<file path="src/rtl/whack_pkg.sv">
// Shared types and constants for the whack-a-mole game controller.
package whack_pkg;

  typedef enum logic [1:0] {
    ST_IDLE = 2'd0,
    ST_PLAY = 2'd1,
    ST_OVER = 2'd2
  } state_e;

  localparam int unsigned SCORE_W = 8;
  localparam int unsigned SECS_W  = 7;

  localparam logic [15:0] LFSR_SEED = 16'hACE1;
  // Right-shifting Fibonacci form of taps 16,14,13,11: feedback is the XOR of bits 0,2,3,5.
  localparam logic [15:0] LFSR_FB_MASK = 16'h002D;

  function automatic logic [15:0] lfsr_step(input logic [15:0] s);
    return {^(s & LFSR_FB_MASK), s[15:1]};
  endfunction

endpackage

</file>
<file path="src/rtl/whack_tick_gen.sv">
// Game-second prescaler. tick_o is registered and is high during the cycle in
// which the count sits at TICK_DIV-1, i.e. the cycle whose closing edge wraps it.
module whack_tick_gen import whack_pkg::*; #(
  parameter int unsigned TICK_DIV = 100_000_000
) (
  input  logic clk_i,
  input  logic reset_i,
  input  logic clr_i,   // restart counting from zero on this edge
  input  logic en_i,    // counter runs during the coming cycle
  output logic tick_o
);

  localparam int unsigned CW = (TICK_DIV > 1) ? $clog2(TICK_DIV) : 1;
  localparam logic [CW-1:0] LAST = CW'(TICK_DIV - 1);

  logic [CW-1:0] cnt_q, cnt_d;
  logic          tick_q, tick_d;

  // Next count; tick is precomputed from the next count so the output is a flop.
  always_comb begin
    cnt_d = '0;
    if (en_i && !clr_i) begin
      cnt_d = (cnt_q == LAST) ? '0 : cnt_q + CW'(1);
    end
    tick_d = en_i && (cnt_d == LAST);
  end

  // Counter and tick registers.
  always_ff @(posedge clk_i) begin
    if (reset_i) begin
      cnt_q  <= '0;
      tick_q <= 1'b0;
    end else begin
      cnt_q  <= cnt_d;
      tick_q <= tick_d;
    end
  end

  assign tick_o = tick_q;

endmodule

</file>
<file path="src/rtl/whack_game_ctrl.sv">
// Whack-a-mole round sequencer: FSM, LFSR mole placement, mole lifetime, scoring.
// Optional feature macro: WHACK_BEST_SCORE_EN adds the best_o high-score register.
module whack_game_ctrl import whack_pkg::*; #(
  parameter int unsigned TICK_DIV  = 100_000_000,
  parameter int unsigned GAME_SECS = 30,
  parameter int unsigned N_HOLES   = 8,
  parameter int unsigned MOLE_CYC  = 75_000_000
) (
  input  logic               clk_i,
  input  logic               reset_i,
  input  logic               start_i,
  input  logic [N_HOLES-1:0] hit_i,
  output logic [N_HOLES-1:0] mole_o,
  output logic [6:0]         secs_o,
  output logic [7:0]         score_o,
  output logic [1:0]         state_o,
`ifdef WHACK_BEST_SCORE_EN
  output logic [7:0]         best_o,
`endif
  output logic               sec_tick_o
);

  localparam int unsigned IDX_W = $clog2(N_HOLES);
  localparam int unsigned MT_W  = (MOLE_CYC > 1) ? $clog2(MOLE_CYC) : 1;
  localparam logic [MT_W-1:0]   MT_LAST   = MT_W'(MOLE_CYC - 1);
  localparam logic [SECS_W-1:0] SECS_INIT = SECS_W'(GAME_SECS);

  state_e               state_q, state_d;
  logic [15:0]          lfsr_q;
  logic [N_HOLES-1:0]   mole_q, mole_d;
  logic [SECS_W-1:0]    secs_q, secs_d;
  logic [SCORE_W-1:0]   score_q, score_d;
  logic [MT_W-1:0]      mtmr_q, mtmr_d;
  logic                 tick;
  logic                 enter_play;
  logic                 hit_ok;
  logic [IDX_W-1:0]     idx;
  logic [N_HOLES-1:0]   place, reloc;

  assign idx = lfsr_q[IDX_W-1:0];

  // Candidate mole position; rotating the one-hot left gives (idx+1) mod N_HOLES.
  always_comb begin
    place      = '0;
    place[idx] = 1'b1;
    reloc      = (place == mole_q) ? {place[N_HOLES-2:0], place[N_HOLES-1]} : place;
  end

  // Round FSM next state, scoring, countdown and mole lifetime.
  always_comb begin
    state_d    = state_q;
    mole_d     = mole_q;
    secs_d     = secs_q;
    score_d    = score_q;
    mtmr_d     = mtmr_q;
    enter_play = 1'b0;
    hit_ok     = |(hit_i & mole_q);
    unique case (state_q)
      ST_IDLE, ST_OVER: begin
        if (start_i) begin
          state_d    = ST_PLAY;
          secs_d     = SECS_INIT;
          score_d    = '0;
          mtmr_d     = '0;
          mole_d     = place;
          enter_play = 1'b1;
        end
      end
      ST_PLAY: begin
        if (hit_ok && (score_q != '1)) begin
          score_d = score_q + SCORE_W'(1);
        end
        // The final tick ends the round; a hit on that edge has already been scored above.
        if (tick && (secs_q == SECS_W'(1))) begin
          state_d = ST_OVER;
          secs_d  = '0;
          mole_d  = '0;
          mtmr_d  = '0;
        end else begin
          if (tick) begin
            secs_d = secs_q - SECS_W'(1);
          end
          if (hit_ok || (mtmr_q == MT_LAST)) begin
            mole_d = reloc;
            mtmr_d = '0;
          end else begin
            mtmr_d = mtmr_q + MT_W'(1);
          end
        end
      end
      default: state_d = ST_IDLE;
    endcase
  end

  // Game state registers; the LFSR free-runs in every state.
  always_ff @(posedge clk_i) begin
    if (reset_i) begin
      state_q <= ST_IDLE;
      lfsr_q  <= LFSR_SEED;
      mole_q  <= '0;
      secs_q  <= SECS_INIT;
      score_q <= '0;
      mtmr_q  <= '0;
    end else begin
      state_q <= state_d;
      lfsr_q  <= lfsr_step(lfsr_q);
      mole_q  <= mole_d;
      secs_q  <= secs_d;
      score_q <= score_d;
      mtmr_q  <= mtmr_d;
    end
  end

  whack_tick_gen #(
    .TICK_DIV (TICK_DIV)
  ) u_tick (
    .clk_i   (clk_i),
    .reset_i (reset_i),
    .clr_i   (enter_play),
    .en_i    (state_d == ST_PLAY),
    .tick_o  (tick)
  );

`ifdef WHACK_BEST_SCORE_EN
  logic [SCORE_W-1:0] best_q, best_d;

  // High score captured on the PLAY->OVER edge, using the score including that edge's hit.
  always_comb begin
    best_d = best_q;
    if ((state_q == ST_PLAY) && (state_d == ST_OVER) && (score_d > best_q)) begin
      best_d = score_d;
    end
  end

  // High score register, cleared only by reset.
  always_ff @(posedge clk_i) begin
    if (reset_i) begin
      best_q <= '0;
    end else begin
      best_q <= best_d;
    end
  end

  assign best_o = best_q;
`endif

  assign mole_o     = mole_q;
  assign secs_o     = secs_q;
  assign score_o    = score_q;
  assign state_o    = state_q;
  assign sec_tick_o = tick;

endmodule
</file>
<file path="config.mk">
export PLATFORM = sky130hd
export DESIGN_NAME = whack_game_ctrl
export DESIGN_NICKNAME = d
export VERILOG_FILES = /design/src/rtl/whack_pkg.sv /design/src/rtl/whack_tick_gen.sv /design/src/rtl/whack_game_ctrl.sv
export SDC_FILE = /design/constraint.sdc
export NUM_CORES = 1
export LEC_CHECK = 0
export CORE_ASPECT_RATIO = 1.1
export CORE_MARGIN = 2
export CORE_UTILIZATION = 50
export CTS_CLUSTER_SIZE = 25
export DETAILED_ROUTE_END_ITERATION = 7
export GPL_ROUTABILITY_DRIVEN = 0
export GPL_TIMING_DRIVEN = 0
export HOLD_SLACK_MARGIN = 0.06
export PLACE_DENSITY = 0.7
export SLEW_MARGIN = 20
export SYNTH_ARGS = -nofsm -noshare
export SYNTH_HDL_FRONTEND = slang
export SYNTH_HIERARCHICAL = 1
export SYNTH_SLANG_ARGS = --single-unit
</file>
<file path="constraint.sdc">
create_clock -name clk_i -period 4.6 [get_ports clk_i]
set_input_delay 0.46 -clock clk_i [delete_from_list [all_inputs] [get_ports clk_i]]
set_output_delay 0.46 -clock clk_i [all_outputs]
set_load 0.05 [all_outputs]
</file>
==> results by group, run 1 <==
Die
  • Die area: 10500 sq um
  • Row count: 37
  • Initial Utilization: 51.6%
  • Die H: between 100 and 150 microns
  • Die Width: 97.9 microns
  • # IOs: 37
  • Core box area: about 9400 sq um

Clock network
  • TritonCTS clock tree: built
  • Hold buffers post-CTS: 0
  • Setup Buffers After CTS: 0
  • Worst-skew pair later-pin latency: 360 ps
  • H-tree levels: 3
  • CTS resizes: 0
  • Reg clk slew, reported paths: 100 ps
  • CTS Buf Count: 9
  • Clk buf depth: 2
  • CTS sink cnt: 96
  • Root Driver: clkbuf_8

Synthesis
  • Syn Std Cell Area: ~4800 sq um
  • Share of the synthesized area in the top cell type: 39.7%
  • Syn. warnings: 6
  • Synth Register Bits: 96
  • Number of synthesized flops with an enable pin: 0
  • Seq/Total Area, Yosys: 39.7%
  • Mapped Cells: 571
  • Avg Inst Size Synth: 8.48 sq um
  • Synth area leader: dfxtp_1
  • Synth area leaders: dfxtp_1 (40%), nor2_1 (6.9%), xor2_1 (5.4%), nand2_1 (4.1%), xnor2_1 (3.8%)
  • Ys flop type: dfxtp_1
  • FFs w/ async S/R, synth: 0%
  • Distinct cells, synth: just under 80
  • Post-synthesis net count: 587

Critical path
  • Max stage delay cell, worst path: or4_4
  • CP Class: reg -> reg
  • Max incr delay on CP: roughly 550 ps
  • Delay-heaviest family, CP: simple AND/OR/NAND/NOR gates
  • CP Buf/Inv Count: 1
  • Crit path arrival time: 3050 ps
  • Worst path required time: 4840 ps
  • Worst path cell trace: inv_1 -> ha_1 -> a31o_2 -> nand2_1 -> or3b_4 -> or4_4 -> nor3_2 -> o2111ai_1 -> nor4_2
  • Crit path capture type: flop
  • Startpoint types: flop
  • Critical Path Fanout Max: 5

Detailed routing
  • Routed Antenna Nets: 0
  • DR vias: 4243
  • Number of iterations in the first detailed-routing pass: 4
  • Vias per inst: 5.73
  • WL final: 10.5 mm
  • DRC viols: 0
  • Initial drt markers: 151
  • Routed WL per cell: 14.3 microns

GRT
  • Vias in the first global route: between 4000 and 5000
  • Largest net degree at the start of global routing: 17
  • Antenna violations before repair: 0
  • Grt ovf: 0
  • Tot GR Track Use: 20.6%
  • First-pass GRT wire length: 18.1 mm

Cells and area
  • Layout Utilization: about three fifths
  • Fillers: 856
  • Synth-to-Final Area Change: 14.7%
  • Layout cells sized above 1: 10.3%
  • Ant. Diodes: 0
  • Nets: 634
  • Post-route cell area: 5560 sq um

STA
  • WHS: 415 ps
  • Relative slew margins: 54.7%
  • Min Clock Period, post-route: 2810 ps
  • RSZ-0062 raised after global routing: no
  • Slew @ Worst Pin: 674 ps
  • Endpoints failing setup: 0
  • Setup Skew: approximately 14 ps
  • Final hold vios: 0
  • Slew Viols, Final: 0
  • Final worst setup slack: 1790 ps
  • Max Clk Rate: about 360 MHz
  • Fin Setup TNS: 0 ps
  • Period utilisation layout: 61.1%

Pwr
  • Leak: 1.87 nW
  • Peak supply drop: 150 uV
  • PD cells: roughly 300 nW/um^2

Placed design
  • Port bufs: 36
  • HPWL after DPL: 7.61 mm
  • Placed Instance Area: 5350 sq um
  • Setup WS pre-CTS: between 1500 and 2000 ps

Hold path
  • Worst hold path type: reg -> reg

Flow run
  • Max-cap violations: 0

Status
  • Status: completed
-- metrics by stage --
stage          instances  total power, W
2_1_floorplan        571         0.00104
3_3_place_gp         724         0.00111
3_5_place_dp         724         0.00111
4_1_cts              740         0.00168
5_1_grt              740         0.00173
6_report             740         0.00166
-- cell families (layout without fill, tap and decap cells) --
| logic type | Yosys count | after routing | synth area share [%] |
|---|---|---|---|
| AOI/OAI and AO/OA | 85 | 85 | 12.6 |
| muxes | 3 | 3 | 0.620 |
| DFF | 96 | 96 | 39.7 |
| xor gates and xnor gates | 51 | 51 | 9.22 |
| and+or+nand+nor | 297 | 297 | 33.3 |
| buffers and inverters | 34 | 86 | 3.31 |
| adders and majority gates | 5 | 5 | 1.29 |
-- cells in the final DEF, fill, tap and decap left out, types with 4 or more instances in the layout --
cell type	synthesis	final
dfxtp_1	96	96
nor2_1	89	89
nand2_1	53	53
clkdlybuf4s50_1	0	36
xor2_1	30	30
a21oi_1	26	26
nand3_1	23	23
nand4_1	21	21
xnor2_1	21	21
inv_1	12	12
clkbuf_1	12	12
nor2b_1	11	11
or2_2	10	10
clkbuf_8	0	10
or3_1	8	8
and3_1	8	8
and4_1	8	8
nor3_1	8	8
nand2b_1	6	6
o22ai_1	6	6
and2_1	6	6
o21ai_0	6	6
a31oi_1	5	5
nor4_1	5	5
nor4bb_1	5	5
a221oi_1	5	5
ha_1	5	5
a31o_2	4	4
a22oi_1	4	4
buf_2	4	4
a311oi_1	4	4
or4_1	4	4
-- cell type report --
cell class	instances	area [sq um]	area share (%)
Multi-Input combinational cell	441	2760	49.7
Sequential cell	96	1920	34.6
Timing Repair Buffer	36	360	6.48
Tap cell	117	146	2.63
Clock buffer	10	138	2.48
Buffer	22	115	2.07
Clock inverter	6	68.8	1.24
Inverter	12	45.0	0.810
-- state kept, by name, indices dropped and copies added, names as in the netlist --
name,flops
mtmr_q,27
u_tick/cnt_q,27
lfsr_q,16
mole_o,8
score_o,8
secs_o,7
state_o,2
u_tick/tick_o,1
-- where the power goes --
group	total [W]	switching (W)	internal, W
Combinational	0.000221	0.000137	0.0000836
Sequential	0.000870	0.0000192	0.000851
Clock	0.000570	0.000302	0.000268
Total	0.00166	0.000459	0.00120
-- worst register-to-register path: cells and delay by family, from the launching register on --
kind                       cells  cell delay, ps
AOI/OAI and AO/OA              2             450
adders and majority gates      1             220
buffers and inverters          1              80
DFF                            1             380
and+or+nand+nor                5            1580
-- path summary, 6_finish.rpt --
path | startpoint | to | slack [ps] | depth (start not counted)
max | secs_o[1] | u_tick/tick_o | 1790 | 9
min | lfsr_q[6] | lfsr_q[5] | 420 | 1
max reg2reg | secs_o[1] | u_tick/tick_o | 1790 | 9
min reg2reg | lfsr_q[6] | lfsr_q[5] | 420 | 1
-- cell usage after synthesis (6+ instances only) --
cell      count
dfxtp_1      96
nor2_1       89
nand2_1      53
xor2_1       30
a21oi_1      26
nand3_1      23
nand4_1      21
xnor2_1      21
clkbuf_1     12
inv_1        12
nor2b_1      11
or2_2        10
and3_1        8
and4_1        8
nor3_1        8
or3_1         8
and2_1        6
nand2b_1      6
o21ai_0       6
o22ai_1       6
-- routing by layer --
| metal | track usage [%] | share of wire [%] | vias to the layer above | wire, microns |
|---|---|---|---|---|
| met2 | 35.7 | 48 | 106 | 5020 |
| met4 | 6.45 | 1.4 | 0 | 146 |
| met1 | 26.1 | 46 | 1997 | 4880 |
| met3 | 3.91 | 4.7 | 14 | 499 |
| li1 | - | - | 2126 | - |
| met5 | 0 | 0 | - | 0 |
No activity file was read; power rests on OpenSTA's default activity.
==> run 2: changes to the inputs <==
- clock period: 4.6 -> 2.6 ns (I/O delays scaled with it)
==> results by group, run 2 (same netlist as run 1, synthesis figures left out) <==
Status
  • Status: completed

GRT
  • Vias in the first global route: 4004 (-1.1%)
  • Largest net degree at the start of global routing: 18 (+1)
  • Grt met2 use: 35.3% (-0.34 points)
  • Met1 usage: 26.0% (-0.13 points)
  • Layer with the highest usage: met2
  • Met3 GRT Util: 2.87% (-1.0 points)
  • First-pass GRT wire length: 18.0 mm (-0.88%)
  • Antenna violations before repair: 0 (unchanged)
  • Tot GR Track Use: 20.6% (-0.090 points)
  • Grt ovf: 0 (unchanged)

Pwr
  • Seq pwr share: 52.9% (+0.5 points)
  • PD cells: 518 nW/um^2 (+73%)
  • Comb pwr share: 13.7% (+0.4 points)
  • Sw power: 0.000834 W (+82%)
  • Clock power share: 33.4% (-0.9 points)
  • Net Sw Frac: 28.7% (+1.1 points)
  • Overall power: 0.00291 W (+75%)
  • Leak: 1.90 nW (+1.6%)
  • Peak supply drop: 247 uV (+64%)
  • Int Pwr: 0.00207 W (+72%)

Cells and area
  • Most frequent cells in the layout: nor2_1 (89), dfxtp_1 (89), nand2_1 (53), clkdlybuf4s50_1 (36), xor2_1 (30)
  • Nets: 636 (+0.32%)
  • Largest regs: mtmr_q: 27 flops, u_tick/cnt_q: 27 flops, lfsr_q: 16 flops
  • Synth-to-Final Area Change: 15.9%
  • Fillers: 874 (+2.1%)
  • Layout cells sized above 1: 12.3% (+2.0 points)
  • Ant. Diodes: 0 (unchanged)
  • Layout Cells excl Fill: 742 (+0.27%)

Critical path
  • Crit path arrival time: 2750 ps (-300 ps)
  • Max stage delay cell, worst path: or4_4
  • Crit path capture type: flop
  • Worst path cell trace: inv_1 -> ha_2 -> a31o_4 -> nand2_1 -> or3b_4 -> or4_4 -> nor3_4 -> o2111ai_2 -> nor4_4
  • Startpoint types: flop
  • Critical Path Fanout Max: 4 (-1)
  • Launch point of the worst reg-to-reg path: secs_o[1]
  • CP Class: reg -> reg
  • Crit path from: secs_o[1]
  • Max incr delay on CP: 440 ps (-110 ps)
  • Worst path required time: 2860 ps (-1980 ps)

Detailed routing
  • Routed WL per cell: 14.4 microns (+1.2%)
  • Routed Antenna Nets: 0 (unchanged)
  • Number of iterations in the first detailed-routing pass: 5 (+1)
  • WL final: 10.7 mm (+1.5%)
  • DRC viols: 0 (unchanged)
  • DR vias: 4269 (+0.61%)
  • Initial drt markers: 213 (+41%)
  • Vias per inst: 5.75 (+0.34%)

STA
  • Max Clk Rate: 402 MHz (+13%)
  • Period utilisation layout: 95.7% (+35 points)
  • Endpoints failing setup: 0 (unchanged)
  • Setup Skew: 16.2 ps (+1.82 ps)
  • Relative slew margins: 45.5% (-9.2 points)
  • Slew Viols, Final: 0 (unchanged)
  • WHS: 422 ps (+6.22 ps)
  • Slew @ Worst Pin: 811 ps (+137 ps)
  • Min Clock Period, post-route: 2490 ps (-320 ps)
  • RSZ-0062 raised after global routing: no
  • Final hold vios: 0 (unchanged)

Placed design
  • Placed cell count: 724 (unchanged)
  • Port bufs: 36 (unchanged)
  • HPWL after DPL: 7.69 mm (+0.99%)

Hold path
  • Worst hold path type: reg -> reg
  • Hold path start: lfsr_q[12]

Die
  • Die H: 107 microns (unchanged)
  • Die Width: 97.9 microns (unchanged)
  • Core box area: 9400 sq um (unchanged)
  • # IOs: 37 (unchanged)
  • Initial Utilization: 51.6% (unchanged)
  • Die area: 10500 sq um (unchanged)
  • Row count: 37 (unchanged)

Clock network
  • H-tree levels: 3 (unchanged)
  • Reg clk slew, reported paths: 110 ps (about the same)
  • Worst-skew pair later-pin latency: 370 ps (about the same)
  • CTS sink cnt: 96 (unchanged)
  • CTS Buf Count: 9 (unchanged)
  • TritonCTS clock tree: built
  • Clk buf depth: 2 (unchanged)
  • Root Driver: clkbuf_8
  • Hold buffers post-CTS: 0 (unchanged)

Flow run
  • Max-cap violations: 0 (unchanged)
[run 2: cell types whose count changed in the layout (fill, tap and decap cells not counted), moves of 2 or more]
| cell | change |
|---|---|
| clkinvlp_4 | +2 |
| buf_4 | +2 |
| inv_6 | +2 |
| dfxtp_2 | +6 |
| clkinv_4 | -2 |
| dfxtp_1 | -7 |
[run 2: metal layers]
layer / vias to the layer above / wire length, microns
li1: 2130 / -
met1: 2002 / 4970
met2: 120 / 5080
met3: 17 / 458
met4: 0 / 201
met5: - / 0
[run 2: power groups by stage]
stage	logic (W)	registers [W]	clock network (W)
final	0.000399	0.00154	0.000970
after global routing	0.000435	0.00155	0.00104
after CTS	0.000395	0.00154	0.000989
after detailed placement	0.000390	0.00157	0
after global placement	0.000385	0.00157	0
after floorplan	0.000231	0.00162	0
[run 2: path summary, 6_finish.rpt]
path / slack (ps) / to / cells after the start
worst min register to register: 420 / lfsr_q[11] / 1
worst max register to register: 110 / u_tick/tick_o / 9
worst max-delay path: 110 / u_tick/tick_o / 9
worst min-delay path: 420 / lfsr_q[11] / 1
[run 2: per-stage QoR]
stage / utilization, % / setup WS, ps / instance area (sq um) / setup TNS [ps]
after floorplan: - / 1.66 / 4860 / 0
after global placement: 57.1 / -250 / 5360 / -250
after detailed placement: 57.1 / -264 / 5360 / -264
after CTS: 59.4 / 7.99 / 5580 / 0
after global routing: 59.8 / 35.9 / 5620 / 0
final: 59.8 / 111 / 5620 / 0
[run 2: what timing repair did]
action	in CTS	in global routing
endpoints found under the setup margin	1	21
resized for setup	2	5
pin swaps	1	2
buffers inserted	1	1
hold endpoints to repair	0	0
[run 2: critical path, delay by kind of cell, from the launching register on]
family / cells / cell delay [ps]
buf+inv: 1 / 50
flops: 1 / 370
simple gates: 5 / 1370
fa+ha+maj: 1 / 190
compound gates: 2 / 390
[run 2: area by class of cell]
type / instances / area, sq um / area share, %
Multi-Input combinational cell: 441 / 2800 / 49.9
Sequential cell: 96 / 1930 / 34.4
Timing Repair Buffer: 38 / 375 / 6.68
Clock buffer: 10 / 149 / 2.65
Tap cell: 117 / 146 / 2.61
Buffer: 22 / 115 / 2.05
Clock inverter: 6 / 48.8 / 0.869
Inverter: 12 / 45.0 / 0.802
==> run 3: changes to the inputs <==
- CORE_MARGIN: 2 -> default
- GPL_TIMING_DRIVEN: 0 -> default
==> results by group, run 3 (same netlist as run 1, synthesis figures left out) <==
Status
  • Status: completed

STA
  • Slew Viols, Final: 0 (unchanged)
  • Relative slew margins: 60.3% (+15 points)
  • WHS: 415 ps (-6.97 ps)
  • RSZ-0062 raised after global routing: no
  • Max Clk Rate: 411 MHz (+2.4%)
  • Fin Setup TNS: 0 ps (unchanged)
  • Endpoints failing setup: 0 (unchanged)
  • Period utilisation layout: 93.5% (-2.3 points)
  • Min Clock Period, post-route: 2430 ps (-58.7 ps)
  • Setup Skew: 13.5 ps (-2.68 ps)
  • Final hold vios: 0 (unchanged)
  • Slew @ Worst Pin: 587 ps (-223 ps)

Detailed routing
  • WL final: 10.7 mm (-0.24%)
  • Number of iterations in the first detailed-routing pass: 5 (unchanged)
  • Routed Antenna Nets: 0 (unchanged)
  • Vias per inst: 5.75 (about the same)
  • DRC viols: 0 (unchanged)
  • Initial drt markers: 211 (-0.94%)
  • DR vias: 4210 (-1.4%)
  • Routed WL per cell: 14.6 microns (+1.1%)

Clock network
  • Root Driver: clkbuf_8
  • CTS sink cnt: 96 (unchanged)
  • Hold buffers post-CTS: 0 (unchanged)
  • TritonCTS clock tree: built
  • H-tree levels: 3 (unchanged)
  • CTS Buf Count: 9 (unchanged)
  • Clk buf depth: 2 (unchanged)
  • Worst-skew pair later-pin latency: 360 ps (about the same)
  • Reg clk slew, reported paths: 90 ps (-20 ps)

Cells and area
  • Nets: 627 (-1.4%)
  • Layout cells sized above 1: 12.2% (-0.12 points)
  • Layout Utilization: 59.2% (-0.55 points)
  • Ant. Diodes: 0 (unchanged)
  • Synth-to-Final Area Change: 14.9%
  • Largest regs: mtmr_q: 27 flops, u_tick/cnt_q: 27 flops, lfsr_q: 16 flops
  • Most frequent cells in the layout: nor2_1 (89), dfxtp_1 (89), nand2_1 (53), clkdlybuf4s50_1 (36), xor2_1 (30)

Die
  • Initial Utilization: 51.6% (unchanged)
  • Die Width: 95.9 microns (-2.0%)
  • # IOs: 37 (unchanged)
  • Row count: 37 (unchanged)
  • Die area: 10100 sq um (-3.9%)
  • Die H: 105 microns (-1.9%)
  • Core box area: 9400 sq um (unchanged)

Critical path
  • Crit path arrival time: 2700 ps (-50 ps)
  • Worst path cell trace: inv_1 -> ha_1 -> a31o_2 -> nand2_1 -> or3b_4 -> or4_4 -> nor3_2 -> o2111ai_1 -> nor4_2
  • Delay-heaviest family, CP: simple AND/OR/NAND/NOR gates
  • Worst path required time: 2870 ps (about the same)
  • Critical Path Fanout Max: 4 (unchanged)
  • CP Buf/Inv Count: 1 (unchanged)
  • Crit path capture type: flop
  • Max stage delay cell, worst path: or4_4
  • CP Class: reg -> reg
  • Startpoint types: flop
  • Max incr delay on CP: 540 ps (+100 ps)

Placed design
  • HPWL after DPL: 7.78 mm (+1.2%)
  • Port bufs: 36 (unchanged)

Hold path
  • Worst hold path type: reg -> reg

GRT
  • Grt ovf: 0 (unchanged)
  • Largest net degree at the start of global routing: 30 (+12)
  • Tot GR Track Use: 22.1% (+1.5 points)
  • First-pass GRT wire length: 17.6 mm (-1.8%)
  • Vias in the first global route: 3818 (-4.6%)
  • Antenna violations before repair: 0 (unchanged)

Flow run
  • Max-cap violations: 0 (unchanged)

Pwr
  • PD cells: 527 nW/um^2 (+1.8%)
  • Peak supply drop: 252 uV (+2.3%)
  • Leak: 1.88 nW (-0.94%)
[run 3: cell types whose count changed in the layout (fill, tap and decap cells not counted), moves of 2 or more]
| cell | change |
|---|---|
| clkbuf_8 | +3 |
| buf_4 | +11 |
| buf_2 | -4 |
| clkinv_2 | +2 |
| buf_6 | -2 |
| clkinvlp_4 | -3 |
| inv_6 | -2 |
| clkbuf_1 | -12 |
[run 3: area by class of cell]
class	instances	area (sq um)
timing repair buffer	51	473
multi-input combinational	441	2760
sequential	96	1930
inverter	12	45.0
clock buffer	12	165
fill	858	3830
clock inverter	3	40.0
tap	117	146
[run 3: worst paths after layout]
kind	end	startpoint	slack, ps	depth (start not counted)
min	lfsr_q[5]	lfsr_q[6]	410	1
min reg2reg	lfsr_q[5]	lfsr_q[6]	410	1
max	u_tick/tick_o	secs_o[1]	170	9
max reg2reg	u_tick/tick_o	secs_o[1]	170	9
[run 3: worst reg2reg max path, stage by stage (launching register included)]
cell       delay (ps)
dfxtp_4           360
inv_1              50
ha_1              220
a31o_2            230
nand2_1            80
or3b_4            380
or4_4             540
nor3_2            170
o2111ai_1         140
nor4_2            170
[run 3: metrics by stage]
| stage | std cells | instance area, sq um | power (W) | setup WS [ps] |
|---|---|---|---|---|
| 3_5_place_dp | 717 | 5360 | 0.00197 | 28.3 |
| 4_1_cts | 732 | 5570 | 0.00297 | 84.5 |
| 3_3_place_gp | 717 | 5360 | 0.00196 | 143 |
| 6_report | 732 | 5570 | 0.00293 | 169 |
| 2_1_floorplan | 571 | 4860 | 0.00185 | 1.66 |
| 5_1_grt | 732 | 5570 | 0.00306 | 6.46 |
[run 3: routing by layer]
metal,GRT usage [%],vias to the layer above,wire length (microns)
li1,-,2111,-
met1,28.3,2000,4910
met2,36.6,88,5230
met3,2.81,11,353
met4,9.81,0,182
met5,0,-,0
[run 3: power by group]
group	internal (W)	switching [W]	leakage, nW
clock network	0.000515	0.000480	0.108
logic	0.000153	0.000239	0.993
registers	0.00151	0.0000392	0.780
total	0.00217	0.000758	1.88
[run 3: what timing repair did]
| action | in CTS | in global routing |
|---|---|---|
| setup buffers | 0 | 0 |
| endpoints found under the setup margin | 0 | 1 |
| gates resized for setup | 0 | 0 |
